### src/rtl/core_job_sequencer.sv
// core_job_sequencer: latches a mining job and streams padded second-chunk
// SHA-256 message blocks, one per nonce, over a valid/ready handshake.
module core_job_sequencer #(
    parameter logic [31:0] NONCE_OFFSET = 32'd0,
    parameter logic [31:0] NONCE_STEP   = 32'd1,
    parameter int          JOB_ID_W     = 4
) (
    input  logic                clk,
    input  logic                rst_n,
    input  logic                valid,
    input  logic                newblock,
    input  logic [255:0]        hashstate,
    input  logic [31:0]         w1,
    input  logic [31:0]         w2,
    input  logic [31:0]         w3,
    output logic                out_valid,
    input  logic                out_ready,
    output logic [255:0]        out_midstate,
    output logic [511:0]        out_block,
    output logic [31:0]         out_nonce,
    output logic [JOB_ID_W-1:0] out_job,
    output logic                busy,
    output logic                exhausted
);

    typedef enum logic [1:0] {
        IDLE = 2'd0,
        RUN  = 2'd1,
        DONE = 2'd2
    } state_t;

    state_t              state_q, state_d;
    logic [255:0]        hs_q, hs_d;
    logic [31:0]         w1_q, w1_d;
    logic [31:0]         w2_q, w2_d;
    logic [31:0]         w3_q, w3_d;
    logic [31:0]         nonce_q, nonce_d;
    logic [JOB_ID_W-1:0] job_q, job_d;

    logic                capture;
    logic                handshake;
    logic [32:0]         nonce_sum;

    assign capture   = valid && newblock;
    assign handshake = (state_q == RUN) && out_ready;
    // 33-bit add: the carry-out marks the end of this core's nonce space.
    assign nonce_sum = {1'b0, nonce_q} + {1'b0, NONCE_STEP};

    // Next-state logic: a new job always wins over a concurrent handshake.
    always_comb begin
        state_d = state_q;
        hs_d    = hs_q;
        w1_d    = w1_q;
        w2_d    = w2_q;
        w3_d    = w3_q;
        nonce_d = nonce_q;
        job_d   = job_q;
        if (capture) begin
            state_d = RUN;
            hs_d    = hashstate;
            w1_d    = w1;
            w2_d    = w2;
            w3_d    = w3;
            nonce_d = NONCE_OFFSET;
            job_d   = job_q + {{(JOB_ID_W-1){1'b0}}, 1'b1};
        end else if (handshake) begin
            if (nonce_sum[32]) begin
                state_d = DONE;
            end else begin
                nonce_d = nonce_sum[31:0];
            end
        end
    end

    // State and job registers with asynchronous reset.
    always_ff @(posedge clk or negedge rst_n) begin
        if (!rst_n) begin
            state_q <= IDLE;
            hs_q    <= '0;
            w1_q    <= '0;
            w2_q    <= '0;
            w3_q    <= '0;
            nonce_q <= '0;
            job_q   <= '0;
        end else begin
            state_q <= state_d;
            hs_q    <= hs_d;
            w1_q    <= w1_d;
            w2_q    <= w2_d;
            w3_q    <= w3_d;
            nonce_q <= nonce_d;
            job_q   <= job_d;
        end
    end

    // All outputs decode straight from registers, so they hold under backpressure.
    assign out_valid    = (state_q == RUN);
    assign busy         = (state_q == RUN);
    assign exhausted    = (state_q == DONE);
    assign out_midstate = hs_q;
    assign out_nonce    = nonce_q;
    assign out_job      = job_q;
    // W0..W3 = w1,w2,w3,nonce; W4 = pad bit; W5..W14 = 0; W15 = 640-bit length.
    assign out_block    = {w1_q, w2_q, w3_q, nonce_q, 32'h8000_0000,
                           320'd0, 32'h0000_0280};

endmodule
### config.mk
export PLATFORM = sky130hd
export DESIGN_NAME = core_job_sequencer
export DESIGN_NICKNAME = d
export VERILOG_FILES = /design/src/rtl/core_job_sequencer.sv
export SDC_FILE = /design/constraint.sdc
export NUM_CORES = 1
export LEC_CHECK = 0
export ABC_AREA = 1
export BUFFER_PORTS_ARGS = -buffer_cell sky130_fd_sc_hd__clkbuf_2
export CAP_MARGIN = 20
export CORE_AREA = 4 4 458 460
export DETAILED_ROUTE_END_ITERATION = 16
export DIE_AREA = 0 0 462 464
export HOLD_SLACK_MARGIN = 0.03
export PLACE_DENSITY = 0.3
export SLEW_MARGIN = 10
export SYNTH_ARGS = -nofsm -noshare
export SYNTH_HDL_FRONTEND = slang
export SYNTH_SLANG_ARGS = --single-unit
### constraint.sdc
create_clock -name clk -period 4.6 [get_ports clk]
set_input_delay 0.46 -clock clk [delete_from_list [all_inputs] [get_ports clk]]
set_output_delay 0.46 -clock clk [all_outputs]
set_load 0.01 [all_outputs]
# Word level (Yosys, flattened, before mapping)
# Index checks and enable logic that the tools add are counted.
# W data, S select, Z words.
# word_totals
reg_bits	390
inputBits	357
out_inout_bits	807
elab_cells	24
# classes
n_addsub	2
n_eq_ne	3
n_mux	6
n_reduce_logical	6
# ops
op	n
$mux W32	3
$add A32 B1 Y33 const B	1
$mux W2	3
$add A4 B1 Y4 const B	1
$reduce_and A2 Y1	2
$reduce_bool A2 Y1	2
$eq A2 B1 Y1 const B	1
$eq A2 B2 Y1 const B	1
$logic_and A1 B1 Y1	2
$ne A2 B2 Y1 const B	1

# Depth between registers and ports, before layout
# logic_depth
depth_word	4
depth_mapped	10
depth_no_buf	9

# Worst setup path before layout
# OpenSTA, ideal clock, no wires.
# synth_timing
path_kind	register to register
startpoint	register nonce_q[0], in the netlist out_nonce[0]
endpoint	register nonce_q[10], in the netlist out_nonce[10]
setup_ps	122
t_arrival_ps	1675
required_time_ps	4478
slack_ps	2803
stages_incl_launch_ff	10
n_path_buf	1
synth_period_minus_slack_ps	1797
cell_sequence	dfrtp_1 ha_1 nand2_2 nor2_4 nand2_4 nor2_8 nand3_2 nand3_4 buf_8 o21ai_2
# synth_via
elab_chain_len	4
elab_cells_between_ends	6
classes_between	add/sub: 1; eq/ne: 1; mux: 3; reduce/logical: 1
# synth_rtl
element	line_no	source
from (decl)	37	logic [31:0] nonce_q, nonce_d;
from (signal assigned)	91	nonce_q <= nonce_d;
$add A32 B1 Y33 *	47	assign nonce_sum = {1'b0, nonce_q} + {1'b0, NONCE_STEP};
$mux W32	67	if (nonce_sum[32]) begin
$mux W32	66	end else if (handshake) begin
$mux W32	58	if (capture) begin
# Mark *: on every way between the ends. The rest lies on a longest branch, timed or not. The select of a mux whose other input is x is not followed.
# A chain may end at the register's enable or synchronous reset.

# Worst setup path after layout
# layout_timing
startpoint	register nonce_q[1], in the netlist out_nonce[1]
endpoint	register nonce_q[25], in the netlist out_nonce[25]
# Same word-level chain as after synthesis.

==> results.py <==
metrics = {
    "placement": {
        "dp_hpwl_mm": 78.8,
        "dp_cells": 5654,
        "pre_cts_ws_ns": 2.22,
        "placed_cell_area_um2": 24400,
        "gp_congestion": 0.788,
        "port_buffers": 779,
    },
    "clock_network": {
        "clock_path_buffers": 3,
        "clk_pin_slew_ns": 0.06,
        "cts_buffers": 53,
        "cts_tree": "built",
        "htree_levels": 2,
        "cts-root-buf": "clkbuf_16",
        "hold_buffers": 315,
        "postCtsSetupRepairBufs": 0,
        "clkSinkCount": 390,
        "cts_resized": 0,
        "clock_latency_ns": 0.66,
    },
    "finish": {
        "multiInputGateArea_um2": 6940,
        "mostFrequentLayoutCell": "nand2_1",
        "regArea_um2": 9760,
        "stdcell_count": 6081,
        "num-fill-cells": 23638,
        "final_nets": 3679,
        "mostFrequentLayoutCells": "nand2_1, clkbuf_2, dfrtp_1",
        "syn_to_final_growth_pct": 55.9,
        "layout-drive-gt1-share_pct": 28.3,
        "design_area_um2": 29500,
    },
    "timing": {
        "fin_tns_setup_ns": 0,
        "skew_ns": 0.00751,
        "period_needed_ns": 2.16,
        "fin_crit_sh_pct": 47.0,
        "slew_violations": 0,
        "fin_ws_ns": 2.44,
        "max_freq_ghz": 0.462,
        "setup_viol": 0,
        "slew_headroom_pct": 3.91,
        "final_hold_viol_count": 0,
        "worst_pin_slew_ns": 1.44,
        "rsz0062_at_grt": "false",
    },
    "power": {
        "p_seq_share_pct": 38.1,
        "peakVddDrop_v": 0.000203,
        "p_leak_nw": 15.4,
        "power.switching_mw": 3.43,
        "finalPower_mw": 10.9,
        "switching_share_pct": 31.5,
        "pwr-share-comb_pct": 19.1,
        "power_frac_clock_pct": 42.8,
        "p_int_mw": 7.45,
        "p_per_area_nw_per_um2": 369,
    },
    "logic_synthesis": {
        "ys_seq_elements": 390,
        "ys_top_cells_by_area": "dfrtp_1, nand2_1, buf_4",
        "synthFlopType": "dfrtp_1",
        "synth_top_area_share_pct": 51.6,
        "synth_cells": 2269,
        "async_flop_share_pct": 100,
        "syn_area_um2": 18900,
        "ys_warn_count": 0,
        "synth_edf_count": 0,
        "synth_cell_types": 31,
        "yosysTopAreaCell": "dfrtp_1",
        "yosysSeqAreaShare_pct": 51.6,
        "syn_area_per_cell_um2": 8.34,
    },
    "floorplan": {
        "ios": 1164,
        "rows": 167,
        "dieArea_um2": 214000,
        "die_w_um": 462,
        "die_y_um": 464,
        "start_util_pct": 9.19,
        "core_um2": 206000,
    },
    "global_route": {
        "grt_pass1_wl_mm": 136,
        "grt_overflow": 0,
        "grt_max_degree": 159,
        "antenna_found_initial": 29,
        "grt_pass1_vias": 17318,
        "grt.total_usage_pct": 8.90,
    },
    "setup_path": {
        "cp_data_arrival_time_ns": 2.70,
        "end_kind": "flip-flop",
        "startpoint_type": "flip-flop",
        "cp_max_fo": 24,
        "crit_required_ns": 5.14,
        "criticalPathCategory": "flip-flop to flip-flop",
    },
    "routing": {
        "drt-pass1-iter-count": 4,
        "num_vias": 16963,
        "wire_per_inst_um": 16.4,
        "routed_via_density": 2.79,
        "wl_mm": 99.7,
        "dr.first_iter.drc_count": 659,
        "route.detailed.drc": 0,
        "ant_nets": 0,
    },
    "min_path": {
        "hp-class": "input pin to flip-flop",
    },
    "flow_run": {
        "cap_violations": 0,
    },
    "run_status": {
        "status": "finished, final reports clean",
    },
}
## worst max-delay path: stages (launching register included)
cell and delay (ns):
dfrtp_1 0.55, ha_1 0.35, nand2_2 0.11, nor2_4 0.18, nand2_4 0.11, nor2_8 0.17, nand3_2 0.10, nand3_4 0.36
o21ai_2 0.08
## stage by stage
stage / util, % / hold WS [ns]
CTS: 14.3 / 0.0315
detailed placement: 11.8 / 0.464
global route: 14.3 / 0.0437
floorplan: - / 0.164
global placement: 11.8 / 0.458
finish: 14.3 / 0.0852
## synthesized netlist by cell type, types with 3 or more instances
cell type / count
xor2_1: 5
o21ai_2: 32
o21bai_1: 4
buf_2: 29
clkbuf_1: 49
nand3_1: 21
nand2_1: 1191
inv_1: 28
nand2_2: 16
nor2_1: 52
buf_12: 3
dfrtp_1: 390
buf_4: 417
xnor2_1: 8
## cell families (layout without fill, tap and decap cells)
family / count (synthesis) / count (layout) / share of synthesized area (%)
xor gates and xnor gates: 13 / 13 / 0.602
and+or+nand+nor: 1294 / 1294 / 26.6
adders and majority gates: 2 / 2 / 0.132
AOI/OAI and AO/OA: 38 / 38 / 1.71
other: 2 / 397 / 0.0397
buffers and inverters: 530 / 1243 / 19.4
DFF: 390 / 390 / 51.6
## worst paths after layout
| check | endpoint | cells past startpoint | slack [ns] | startpoint |
|---|---|---|---|---|
| setup / recovery | out_nonce[25] | 8 | 2.44 | out_nonce[1] |
| setup reg to reg | out_nonce[25] | 8 | 2.44 | out_nonce[1] |
| max in group asynchronous | w3_q[9] | 3 | 3.02 | rst_n |
| min in group asynchronous | out_midstate[83] | 2 | 0.26 | rst_n |
| hold reg to reg | out_job[3] | 1 | 0.47 | out_job[3] |
| hold / removal | w2_q[20] | 3 | 0.09 | w2[20] |
## final cells by class
type,instances,share of cell area [%]
clock buffers,72,5.11
flip-flops and latches,390,33.1
multi-input cells,1731,23.5
diodes,13,0.110
repair buffers,1116,24.8
inverters,28,0.382
clock inverters,27,1.53
well taps,2704,11.5
## registers in the layout, summed over array words and instances (netlist names)
name / flops
out_midstate: 256
state_q: 2
w3_q: 32
w2_q: 32
out_job: 4
w1_q: 32
out_nonce: 32
## power groups by stage
stage / clock network [mW] / logic (mW) / registers (mW)
final: 4.65 / 2.08 / 4.14
after global routing: 5.01 / 2.33 / 4.20
after global placement: 0 / 1.93 / 4.21
after detailed placement: 0 / 1.92 / 4.20
after floorplan: 0 / 0.877 / 4.33
after CTS: 4.92 / 2.17 / 4.15
## routing by layer
| layer | GRT usage (%) | up-vias | part of all wire, % |
|---|---|---|---|
| met5 | 0 | - | 0.090 |
| met4 | 2.47 | 14 | 2.6 |
| met3 | 3.63 | 105 | 9.9 |
| met2 | 15.0 | 814 | 48 |
| met1 | 10.4 | 7855 | 40 |
| li1 | - | 8175 | - |
Note: power is estimated with default switching activity, not from simulation.
